File: config.mk
export PLATFORM = sky130hd
export DESIGN_NAME = ifetch_queue
export DESIGN_NICKNAME = d
export VERILOG_FILES = /design/src/rtl/ifetch_queue.sv
export SDC_FILE = /design/constraint.sdc
export NUM_CORES = 1
export LEC_CHECK = 0
export ABC_CLOCK_PERIOD_IN_PS = 4250
export CORE_UTILIZATION = 50
export CTS_BUF_LIST = sky130_fd_sc_hd__clkbuf_8 sky130_fd_sc_hd__clkbuf_16
export DETAILED_ROUTE_END_ITERATION = 6
export HOLD_SLACK_MARGIN = 0.05
export PLACE_DENSITY_LB_ADDON = 0.08
export SYNTH_ARGS = -nofsm -noshare
export SYNTH_HDL_FRONTEND = slang
export SYNTH_SLANG_ARGS = --single-unit
File: constraint.sdc
create_clock -name clk -period 4.25 [get_ports clk]
set_input_delay 0.85 -clock clk [delete_from_list [all_inputs] [get_ports clk]]
set_output_delay 0.85 -clock clk [all_outputs]
set_load 0.005 [all_outputs]
File: src/rtl/ifetch_queue.sv
// ---------------------------------------------------------------------------
// ifetch_queue
//   Instruction-fetch stage that sits just after the PC register. It accepts
//   fetch addresses, sends in-order read requests to instruction memory, and
//   keeps the returned words in a DEPTH-entry in-order queue. The head entry
//   is offered to decode as a {pc, instruction} pair with a valid/ready
//   handshake. A flush (branch/jump redirect) frees every entry. Responses
//   that are still in flight at that point are counted and discarded when
//   they come back.
//
// Ports
//   clk, rst_n            clock, asynchronous active-low reset
//   pc_addr/pc_valid      fetch address offered by the PC
//   pc_ready              address accepted this cycle (request granted)
//   flush                 redirect: kill queued and in-flight fetches
//   imem_req/imem_addr    read request to instruction memory (word aligned)
//   imem_gnt              memory accepted the request
//   imem_rvalid/rdata     in-order read response
//   inst_valid/pc/data    head entry presented to decode
//   inst_ready            decode consumes the head entry
//   q_count               allocated entries, filled or not
//   proto_err             sticky: response arrived with nothing outstanding
// ---------------------------------------------------------------------------
module ifetch_queue #(
   parameter int DEPTH  = 4,
   parameter int ADDR_W = 32,
   parameter int DATA_W = 32
) (
   input  logic                     clk,
   input  logic                     rst_n,
   input  logic [ADDR_W-1:0]        pc_addr,
   input  logic                     pc_valid,
   output logic                     pc_ready,
   input  logic                     flush,
   output logic                     imem_req,
   output logic [ADDR_W-1:0]        imem_addr,
   input  logic                     imem_gnt,
   input  logic                     imem_rvalid,
   input  logic [DATA_W-1:0]        imem_rdata,
   output logic                     inst_valid,
   output logic [ADDR_W-1:0]        inst_pc,
   output logic [DATA_W-1:0]        inst_data,
   input  logic                     inst_ready,
   output logic [$clog2(DEPTH):0]   q_count,
   output logic                     proto_err
);

   localparam int PTR_W = $clog2(DEPTH);
   localparam int CNT_W = PTR_W + 1;
   localparam logic [CNT_W-1:0] DEPTH_C = CNT_W'(DEPTH);
   localparam logic [CNT_W:0]   DEPTH_S = (CNT_W+1)'(DEPTH);

   // Entry payload (data path, not reset)
   logic [ADDR_W-1:0] pc_q   [DEPTH];
   logic [DATA_W-1:0] data_q [DEPTH];

   // Control state
   logic [DEPTH-1:0] filled_q,    filled_d;
   logic [PTR_W-1:0] alloc_ptr_q, alloc_ptr_d;
   logic [PTR_W-1:0] fill_ptr_q,  fill_ptr_d;
   logic [PTR_W-1:0] head_ptr_q,  head_ptr_d;
   logic [CNT_W-1:0] count_q,     count_d;
   logic [CNT_W-1:0] pend_q,      pend_d;    // allocated, not yet filled
   logic [CNT_W-1:0] drop_q,      drop_d;    // responses still to discard
   logic             err_q,       err_d;
   logic [CNT_W:0]   drop_sum;

   logic [ADDR_W-1:0] aligned;
   logic              alloc, fill, pop, stray;

   // Masking (rather than slicing) keeps every pc_addr bit in use.
   assign aligned   = pc_addr & ~ADDR_W'(3);
   assign imem_addr = aligned;

   // rst_n gates the request so it drops immediately on async reset, even
   // while pc_valid is held high.
   assign imem_req  = rst_n & pc_valid & ~flush & (count_q != DEPTH_C);
   assign pc_ready  = imem_req & imem_gnt;
   assign alloc     = pc_ready;

   assign inst_valid = filled_q[head_ptr_q] & (count_q != '0);
   assign inst_pc    = inst_valid ? pc_q[head_ptr_q]   : '0;
   assign inst_data  = inst_valid ? data_q[head_ptr_q] : '0;

   assign pop   = inst_valid & inst_ready & ~flush;
   assign fill  = imem_rvalid & (drop_q == '0) & (pend_q != '0) & ~flush;
   assign stray = imem_rvalid & (drop_q == '0) & (pend_q == '0);

   assign q_count   = count_q;
   assign proto_err = err_q;

   always_comb begin
      filled_d    = filled_q;
      alloc_ptr_d = alloc_ptr_q;
      fill_ptr_d  = fill_ptr_q;
      head_ptr_d  = head_ptr_q;
      count_d     = count_q;
      pend_d      = pend_q;
      drop_d      = drop_q;
      drop_sum    = '0;
      err_d       = err_q | stray;

      if (flush) begin
         filled_d    = '0;
         alloc_ptr_d = '0;
         fill_ptr_d  = '0;
         head_ptr_d  = '0;
         count_d     = '0;
         pend_d      = '0;
         // Everything still owed by memory must be discarded. A response
         // landing in this very cycle is one of those and is consumed now.
         drop_sum = {1'b0, drop_q} + {1'b0, pend_q};
         if (imem_rvalid && (drop_sum != '0))
            drop_sum = drop_sum - (CNT_W+1)'(1);
         drop_d = (drop_sum > DEPTH_S) ? DEPTH_C : drop_sum[CNT_W-1:0];
      end else begin
         if (alloc) begin
            filled_d[alloc_ptr_q] = 1'b0;
            alloc_ptr_d           = alloc_ptr_q + PTR_W'(1);
         end
         if (fill) begin
            filled_d[fill_ptr_q] = 1'b1;
            fill_ptr_d           = fill_ptr_q + PTR_W'(1);
         end
         if (pop)
            head_ptr_d = head_ptr_q + PTR_W'(1);
         if (imem_rvalid && (drop_q != '0))
            drop_d = drop_q - CNT_W'(1);
         count_d = count_q + CNT_W'(alloc) - CNT_W'(pop);
         pend_d  = pend_q  + CNT_W'(alloc) - CNT_W'(fill);
      end
   end

   always_ff @(posedge clk or negedge rst_n) begin
      if (!rst_n) begin
         filled_q    <= '0;
         alloc_ptr_q <= '0;
         fill_ptr_q  <= '0;
         head_ptr_q  <= '0;
         count_q     <= '0;
         pend_q      <= '0;
         drop_q      <= '0;
         err_q       <= 1'b0;
      end else begin
         filled_q    <= filled_d;
         alloc_ptr_q <= alloc_ptr_d;
         fill_ptr_q  <= fill_ptr_d;
         head_ptr_q  <= head_ptr_d;
         count_q     <= count_d;
         pend_q      <= pend_d;
         drop_q      <= drop_d;
         err_q       <= err_d;
      end
   end

   // Payload writes; visibility is controlled by the filled bits.
   always_ff @(posedge clk) begin
      if (alloc)
         pc_q[alloc_ptr_q] <= aligned;
      if (fill)
         data_q[fill_ptr_q] <= imem_rdata;
   end

endmodule
==> summary.txt, run 1 <==
status - complete, no violations
CTS Root Cell - clkbuf_16
RSZ-0062 raised after global routing - no
number of synthesized register bits - 268
final cell count without fillers - 1,023
Via-to-Cell Ratio - 5.39
DR vias - 5,519
switching power share of the total - 20.0%
H-tree depth - 1
hold_buf cts - 0
critical path's slowest cell - clkdlybuf4s50_1
initial antenna violation count - 0
register area - 7950 um^2
Critical Path RT - 3.40 ns
pre-CTS WS - 0.829 ns
Total GRT Usage - 18.5%
Netlist Area Pre-Place - 11,000 um^2
pin count of the biggest net entering global routing - 65
clock latency at the later pin of the worst-skew pair - 0.51 ns
period utilization - 87.3%
final hold violation count - 0
Worst-Margin Slew - 0.989 ns
Core ar. - 21,400 um^2
cell breakdown of the critical path - mux4_2, o31a_2, buf_12, and2_1, clkdlybuf4s50_1
remaining antenna violation count - 0
first-pass GRT wire length - 31,600 um
crit path launch type - register
Post-layout nets - 820
CTS tree - built
Placement Rows - 53
fillers - 1,503
Comb pwr share - 7.0%
port bufs - 167
Hold Path End - proto_err
PD cells - 415 nW/um^2
Final Max Slew Viols - 0
worst clock skew - 0.00510 ns
most common cell after layout, fill and taps aside - edfxtp_1
Clock Sink Count - 268
commonest non-fill, non-tap cells in the layout - 248 x edfxtp_1, 167 x clkdlybuf4s50_1, 64 x and2_1
startpoint of the worst hold path - proto_err
routed wire length - 20,400 um
Die ar. - 22,700 um^2
Final min period - 3.71 ns
DPL Wire Length - 12,200 um
leakage power - 4.61 nW
Syn. warnings - 0
reg2reg setup slack - 1.30 ns
Placed Instance Area - 12,800 um^2
Power Internal - 4.56 mW
Worst R2R Path Depth - 12
switching pwr - 1.14 mW
final setup TNS - 0 ns
Die W - 151 um
# resized after CTS - 0
fraction of layout cells with a size suffix above 1 - 16.4%
final routed DRC violation total - 0
max incr delay on CP - 0.51 ns
HP Class - register to register
Initial Utilization - 51.7%
endpoints failing setup - 0
number of detailed-route iterations in the first pass - 4
Inserted Diodes - 0
Distinct cells, synth - 41
Max Clock Freq - 270 MHz
io pins - 174
Die H - 151 um
synthesized instance count - 575
Sequential Power Share - 51.5%
final instance area - 13,700 um^2
CP arrival - 2.86 ns
worst vdd ir - 0.000297 V
Longest Clk Path Bufs - 3
Max-Cap Viols - 0
DR WL/cell - 19.9 um
Mean Syn Cell Area - 19.2 um^2
Hold Path Depth - 1
Worst Slack Setup Final - 0.540 ns
Reg clk slew, reported paths - 0.06 ns
Slew HR - 34.0%
routability-driven placement congestion ratio - 0.784
detailed router's first-iteration violation count - 303
Worst setup EP type - output port
Area growth syn-to-layout - 24.4%
vias in the first global route - 5,972
Clock power frac - 41.5%
Worst R2R Start - head_ptr_q[0]
post-synthesis sequential area ratio - 72.1%
remaining global-route overflow - 0
Crit Path Class - register to output port
reg-to-reg critical path endpoint - q_count[2]
placed insts - 974
post-CTS setup buffer count - 0
Pwr Total - 5.70 mW
cts bufs inserted - 27
area taken by multi-input logic gates - 2640 um^2
largest fanout on the critical path - 41
[cell families after synthesis]
logic type                 Yosys count  synth area share, %
DFF                                268                 72.1
and+or+nand+nor                    104                 5.38
buffers and inverters               79                 4.19
muxes                               66                 13.1
AOI/OAI and AO/OA                   25                 1.76
adders and majority gates           21                 2.59
xor gates and xnor gates            11                0.873
other                                1               0.0340
[power by group through the flow]
stage	sequential, mW	clock, mW	combinational (mW)
after floorplan	2.99	0	0.229
after global placement	2.99	0	0.367
after detailed placement	2.99	0	0.394
after CTS	2.94	2.42	0.397
after global routing	2.94	2.52	0.433
final	2.94	2.37	0.397
[through the flow]
stage | utilization [%] | hold slack, ns
final | 64.3 | 0.478
after global routing | 64.3 | 0.508
after CTS | 64.3 | 0.475
after detailed placement | 60.1 | 0.457
after global placement | 60.1 | 0.460
after floorplan | - | 0.460
[cell usage after synthesis]
master      n  area [um^2]
o311ai_1    1         8.76
and3_1      4         25.0
o211ai_2    1         12.5
fa_1        3         60.1
o22ai_1     1         6.26
nor2_1     13         48.8
conb_1      1         3.75
dfrtp_1    20          500
o311a_1     1         10.0
xor2_1      5         43.8
nor3_1      2         10.0
xnor2_1     6         52.6
a21bo_2     1         10.0
a211oi_2    1         12.5
mux2i_1     3         30.0
o31a_1      1         8.76
a32o_1      1         10.0
a21oi_1     6         30.0
o21ai_0     1         5.00
a21o_1      1         7.51
inv_1      19         71.3
buf_4      41          308
edfxtp_1  248         7450
and2_1     64          400
nor3b_2     1         12.5
a41o_1      1         10.0
mux4_2     63         1420
buf_2       9         45.0
nand4b_1    1         8.76
nand3_1     4         20.0
clkinv_1    1         3.75
buf_1       5         18.8
a31o_1      4         35.0
nor2b_1     2         12.5
or4b_1      1         10.0
a22oi_1     1         7.51
nand2_1    12         45.0
ha_1       18          225
clkbuf_1    4         15.0
a211oi_1    1         7.51
a31oi_1     2         12.5
[layout make-up]
| cell class | count | area share (%) |
|---|---|---|
| Inverter | 20 | 0.547 |
| Multi-Input combinational cell | 231 | 19.2 |
| Clock inverter | 22 | 1.60 |
| Clock buffer | 27 | 4.92 |
| Sequential cell | 268 | 57.9 |
| Timing Repair Buffer | 180 | 13.3 |
| Tap cell | 275 | 2.51 |
[worst max path at each step]
stage | from | slack (ns) | to | depth (start not counted)
6_report | head_ptr_q[0] | 0.54 | inst_pc[7] | 5
5_1_grt | head_ptr_q[0] | 0.40 | inst_pc[7] | 5
4_1_cts | head_ptr_q[0] | 0.44 | inst_pc[5] | 5
3_5_place_dp | imem_rvalid | 0.83 | pend_q[2] | 10
3_3_place_gp | imem_rvalid | 0.92 | pend_q[2] | 10
2_1_floorplan | flush | 1.47 | q_count[2] | 11
[registers in the layout (all words and copies together), names as in the netlist]
register / cells
proto_err: 1
q_count: 3
alloc_ptr_q: 2
pc_q: 120
data_q: 128
pend_q: 3
head_ptr_q: 2
fill_ptr_q: 2
drop_q: 3
filled_q: 4
[per-layer routing]
metal / wire (um) / GRT usage (%) / vias up
met5: 0 / 0 / -
met4: 401 / 5.61 / 0
met3: 918 / 2.61 / 36
met2: 10700 / 32.9 / 142
met1: 8320 / 23.5 / 2841
li1: - / - / 2500
[critical path, delay by kind of cell (launching register included)]
family | cells | cell delay [ns]
flip-flops | 1 | 0.49
AO/OA/AOI/OAI | 1 | 0.50
buffers and inverters | 2 | 0.79
multiplexers | 1 | 0.36
AND/OR/NAND/NOR | 1 | 0.19
Power figures use the tool's default switching activity.
==> run 2, diff against run 1 <==
Settings changed: RECOVER_POWER from default to 25.
==> run 2 against run 1 <==
Final area about the same. Fmax barely moved. Clock skew is essentially flat. Via count hardly changed. Power is essentially flat.
==> summary.txt, run 2 (synthesized netlist as in run 1, its figures left out) <==
Max Clock Freq - 269 MHz (was 270 MHz)
Detail Route met2 WL - 10,800 um (was 10,700 um)
Reg clk slew, reported paths - 0.06 ns (about the same)
top sig layer - met4 (unchanged)
largest fanout on the critical path - 41 (unchanged)
Post-layout nets - 820 (unchanged)
Max-Cap Viols - 0 (unchanged)
HP Class - register to register (unchanged)
period utilization - 87.4% (was 87.3%)
Longest Clk Path Bufs - 3 (unchanged)
crit path launch type - register (unchanged)
final hold violation count - 0 (unchanged)
Crit Path Class - register to output port (unchanged)
Slew HR - 24.8% (was 34.0%)
initial antenna violation count - 1 (was 0)
most common cell after layout, fill and taps aside - edfxtp_1 (unchanged)
Core ar. - 21,400 um^2 (unchanged)
critical path's slowest cell - clkdlybuf4s50_1 (unchanged)
Die H - 151 um (unchanged)
CP arrival - 2.86 ns (about the same)
worst clock skew - 0.00557 ns (was 0.00510 ns)
Initial Utilization - 51.7% (unchanged)
cell breakdown of the critical path - mux4_2, o31a_2, buf_12, and2_1, clkdlybuf4s50_1 (unchanged)
H-tree depth - 1 (unchanged)
fraction of layout cells with a size suffix above 1 - 16.3% (was 16.4%)
leakage power - 4.62 nW (was 4.61 nW)
Largest register FFs - 128 (unchanged)
met1 wire length - 8220 um (was 8320 um)
CTS Root Cell - clkbuf_16 (unchanged)
# resized after CTS - 0 (unchanged)
DR vias - 5,524 (was 5,519)
Core Util, Final - 64.3% (about the same)
routability-driven placement congestion ratio - 0.784 (unchanged)
Final min period - 3.71 ns (about the same)
post-CTS setup buffer count - 0 (unchanged)
Via-to-Cell Ratio - 5.39 (about the same)
status - complete, no violations (unchanged)
pre-CTS WS - 0.829 ns (unchanged)
final instance area - 13,700 um^2 (about the same)
met3 WL - 955 um (was 918 um)
RSZ-0062 raised after global routing - no (unchanged)
DR WL/cell - 19.9 um (about the same)
Worst Slack Setup Final - 0.537 ns (was 0.540 ns)
commonest non-fill, non-tap cells in the layout - 248 x edfxtp_1, 131 x clkdlybuf4s50_1, 64 x and2_1 (was 248 x edfxtp_1, 167 x clkdlybuf4s50_1, 64 x and2_1)
Largest regs - data_q (128), pc_q (120), filled_q (4) (unchanged)
io pins - 174 (unchanged)
max incr delay on CP - 0.51 ns (about the same)
Largest Register - data_q (unchanged)
Final Max Slew Viols - 0 (unchanged)
Critical Path RT - 3.40 ns (about the same)
endpoints failing setup - 0 (unchanged)
Area growth syn-to-layout - 24.4% (about the same)
Die W - 151 um (unchanged)
Hold Slack - 0.478 ns (about the same)
Worst setup EP type - output port (unchanged)
Worst-Margin Slew - 1.13 ns (was 0.989 ns)
Clock Sink Count - 268 (unchanged)
cts bufs inserted - 27 (unchanged)
Die ar. - 22,700 um^2 (unchanged)
Total GRT Usage - 18.5% (unchanged)
detailed router's first-iteration violation count - 305 (was 303)
Placed Instance Area - 12,800 um^2 (unchanged)
pin count of the biggest net entering global routing - 65 (unchanged)
routed wire length - 20,400 um (about the same)
final setup TNS - 0 ns (unchanged)
worst vdd ir - 0.000297 V (about the same)
Placement Rows - 53 (unchanged)
number of detailed-route iterations in the first pass - 4 (unchanged)
first-pass GRT wire length - 31,600 um (unchanged)
port bufs - 167 (unchanged)
final routed DRC violation total - 0 (unchanged)
remaining global-route overflow - 0 (unchanged)
remaining antenna violation count - 0 (unchanged)
vias in the first global route - 5,972 (unchanged)
DPL Wire Length - 12,200 um (unchanged)
PD cells - 415 nW/um^2 (about the same)
hold_buf cts - 0 (unchanged)
clock latency at the later pin of the worst-skew pair - 0.52 ns (was 0.51 ns)
CTS tree - built (unchanged)
-- run 2: metrics by stage --
step           power, mW  std cells
6_report            5.70       1025
3_5_place_dp        3.39        974
3_3_place_gp        3.36        974
4_1_cts             5.75       1023
2_1_floorplan       3.22        578
5_1_grt             5.88       1023
-- run 2: path summary, 6_finish.rpt --
| check | slack (ns) | startpoint | cells past startpoint | to |
|---|---|---|---|---|
| worst max-delay path | 0.54 | head_ptr_q[0] | 5 | inst_pc[7] |
| worst min-delay path | 0.48 | proto_err | 1 | proto_err |
| worst max register to register | 1.29 | head_ptr_q[0] | 12 | q_count[2] |
| worst min register to register | 0.48 | proto_err | 1 | proto_err |
| max in group asynchronous | 2.34 | rst_n | 2 | head_ptr_q[0] |
| min in group asynchronous | 1.11 | rst_n | 2 | pend_q[2] |
-- run 2: final cells by class --
type | count | area, um^2
multi-input combinational | 231 | 2640
sequential | 268 | 7950
fill | 1503 | 7630
inverter | 20 | 75.1
clock inverter | 22 | 219
clock buffer | 27 | 676
tap | 275 | 344
antenna | 2 | 5.00
timing repair buffer | 180 | 1820
-- run 2: power breakdown --
part           switching (mW)  internal, mW
Clock                   0.920          1.45
Sequential             0.0252          2.91
Combinational           0.200         0.191
-- run 2: routing by layer --
metal	vias up	GRT usage, %
li1	2507	-
met4	0	5.61
met5	-	0
met3	36	2.61
met2	151	32.9
met1	2830	23.5
-- run 2: critical path, delay by kind of cell (launching register included) --
| kind | cells | cell delay, ns |
|---|---|---|
| buf+inv | 2 | 0.79 |
| compound gates | 1 | 0.50 |
| flops | 1 | 0.49 |
| mux | 1 | 0.36 |
| simple gates | 1 | 0.19 |
==> run 3, diff against run 2 <==
Settings changed: PLACE_DENSITY from default to 0.79, PLACE_DENSITY_LB_ADDON 0.08 to default.
==> run 3 against run 2 <==
Cell count fell by 0.78%. Worst hold slack improved by 0.0082 ns. Fmax fell by 1.6%. Via count rose by 0.38%. Setup slack got worse by 0.062 ns. Power fell by 6.0%. Sequential share of layout area rose by 0.84 points. Routed wire length rose by 0.56%. First-iteration DRC count rose by 30%. Final area fell by 1.4%. Non-clock buffer count fell by 3. Critical path depth did not move. Critical path type unchanged. Highest routed layer unchanged.
==> summary.txt, run 3 (synthesized netlist as in run 1, its figures left out) <==
status - complete, no violations (unchanged)
largest fanout on the critical path - 36 (was 41)
Worst-Margin Slew - 1.17 ns (was 1.13 ns)
Worst R2R Start - head_ptr_q[0] (unchanged)
CTS tree - built (unchanged)
Via-to-Cell Ratio - 5.45 (was 5.39)
Critical Path RT - 3.40 ns (about the same)
Largest register FFs - 128 (unchanged)
endpoints failing setup - 0 (unchanged)
Clock Sink Count - 268 (unchanged)
Largest regs - data_q (128), pc_q (120), filled_q (4) (unchanged)
period utilization - 88.8% (was 87.4%)
worst vdd ir - 0.000299 V (was 0.000297 V)
clock latency at the later pin of the worst-skew pair - 0.51 ns (was 0.52 ns)
detailed router's first-iteration violation count - 396 (was 305)
Post-layout nets - 817 (was 820)
routed wire length - 20,500 um (was 20,400 um)
port bufs - 167 (unchanged)
DR vias - 5,545 (was 5,524)
initial antenna violation count - 2 (was 1)
routability-driven placement congestion ratio - 0.758 (was 0.784)
Final min period - 3.77 ns (was 3.71 ns)
Max-Cap Viols - 0 (unchanged)
leakage power - 4.54 nW (was 4.62 nW)
number of detailed-route iterations in the first pass - 5 (was 4)
# resized after CTS - 0 (unchanged)
fraction of layout cells with a size suffix above 1 - 15.3% (was 16.3%)
most common cell after layout, fill and taps aside - edfxtp_1 (unchanged)
Largest Register - data_q (unchanged)
reg-to-reg critical path endpoint - q_count[2] (unchanged)
Longest Clk Path Bufs - 3 (unchanged)
final setup TNS - 0 ns (unchanged)
vias in the first global route - 5,962 (was 5,972)
Worst setup EP type - output port (unchanged)
DPL Wire Length - 12,400 um (was 12,200 um)
Die H - 151 um (unchanged)
Placed Instance Area - 12,800 um^2 (about the same)
reg2reg setup slack - 1.16 ns (was 1.29 ns)
Worst R2R Path Depth - 12 (unchanged)
Crit Path Class - register to output port (unchanged)
remaining global-route overflow - 0 (unchanged)
Hold Path End - proto_err (unchanged)
HP Class - register to register (unchanged)
Die W - 151 um (unchanged)
commonest non-fill, non-tap cells in the layout - 248 x edfxtp_1, 128 x clkdlybuf4s50_1, 64 x and2_1 (was 248 x edfxtp_1, 131 x clkdlybuf4s50_1, 64 x and2_1)
RSZ-0062 raised after global routing - no (unchanged)
pin count of the biggest net entering global routing - 65 (unchanged)
Area growth syn-to-layout - 22.7% (was 24.4%)
Core ar. - 21,400 um^2 (unchanged)
Max Clock Freq - 265 MHz (was 269 MHz)
hold_buf cts - 0 (unchanged)
final hold violation count - 0 (unchanged)
Reg clk slew, reported paths - 0.06 ns (about the same)
final routed DRC violation total - 0 (unchanged)
Slew HR - 22.0% (was 24.8%)
fillers - 1,447 (was 1,503)
remaining antenna violation count - 0 (unchanged)
crit path launch type - register (unchanged)
startpoint of the worst hold path - proto_err (unchanged)
H-tree depth - 1 (unchanged)
register area - 7950 um^2 (unchanged)
area taken by multi-input logic gates - 2640 um^2 (unchanged)
final instance area - 13,500 um^2 (was 13,700 um^2)
CTS Root Cell - clkbuf_16 (unchanged)
Placement Rows - 53 (unchanged)
Final Max Slew Viols - 0 (unchanged)
cts bufs inserted - 27 (unchanged)
Initial Utilization - 51.7% (unchanged)
CP arrival - 2.92 ns (was 2.86 ns)
Total GRT Usage - 18.5% (about the same)
Hold Path Depth - 1 (unchanged)
first-pass GRT wire length - 31,500 um (was 31,600 um)
DR WL/cell - 20.2 um (was 19.9 um)
io pins - 174 (unchanged)
post-CTS setup buffer count - 0 (unchanged)
worst clock skew - 0.0153 ns (was 0.00557 ns)
PD cells - 396 nW/um^2 (was 415 nW/um^2)
Die ar. - 22,700 um^2 (unchanged)
run 3: final cells by class:
cell class,count,area share [%]
Antenna cell,2,0.0370
Clock inverter,17,0.518
Clock buffer,27,4.99
Tap cell,275,2.54
Inverter,20,0.555
Sequential cell,268,58.8
Multi-Input combinational cell,231,19.5
Timing Repair Buffer,177,13.1
run 3: power breakdown:
group	internal, mW	leakage, nW	switching (mW)
logic	0.191	1.66	0.212
registers	2.91	2.50	0.0280
clock network	1.13	0.389	0.877
run 3: metrics by stage:
step	utilization [%]	power, mW	setup WS [ns]	instances	hold WS, ns
5_1_grt	63.3	5.54	0.348	1016	0.505
6_report	63.4	5.35	0.475	1017	0.486
2_1_floorplan	-	3.22	1.47	578	0.460
3_5_place_dp	59.9	3.40	0.800	971	0.459
4_1_cts	63.4	5.41	0.437	1015	0.478
3_3_place_gp	59.9	3.35	0.828	971	0.462
run 3: how the worst max path moves through the flow:
| stage | endpoint | from | slack [ns] | depth (start not counted) |
|---|---|---|---|---|
| global placement | pc_ready | flush | 0.83 | 5 |
| global route | inst_data[9] | head_ptr_q[0] | 0.35 | 5 |
| detailed placement | pc_ready | flush | 0.80 | 5 |
| CTS | inst_data[5] | head_ptr_q[0] | 0.44 | 5 |
| floorplan | q_count[2] | flush | 1.47 | 11 |
| finish | inst_data[9] | head_ptr_q[0] | 0.48 | 5 |
run 3: critical path, stage by stage (launching register included):
cell,delay (ns)
dfrtp_4,0.50
mux4_2,0.36
o31a_2,0.56
buf_12,0.27
and2_1,0.19
clkdlybuf4s50_1,0.51
run 3: routing by layer:
layer,share of wire [%],GRT usage (%)
met5,0,0
met1,40,23.2
met4,1.6,5.25
met3,5.1,3.03
met2,54,33.0
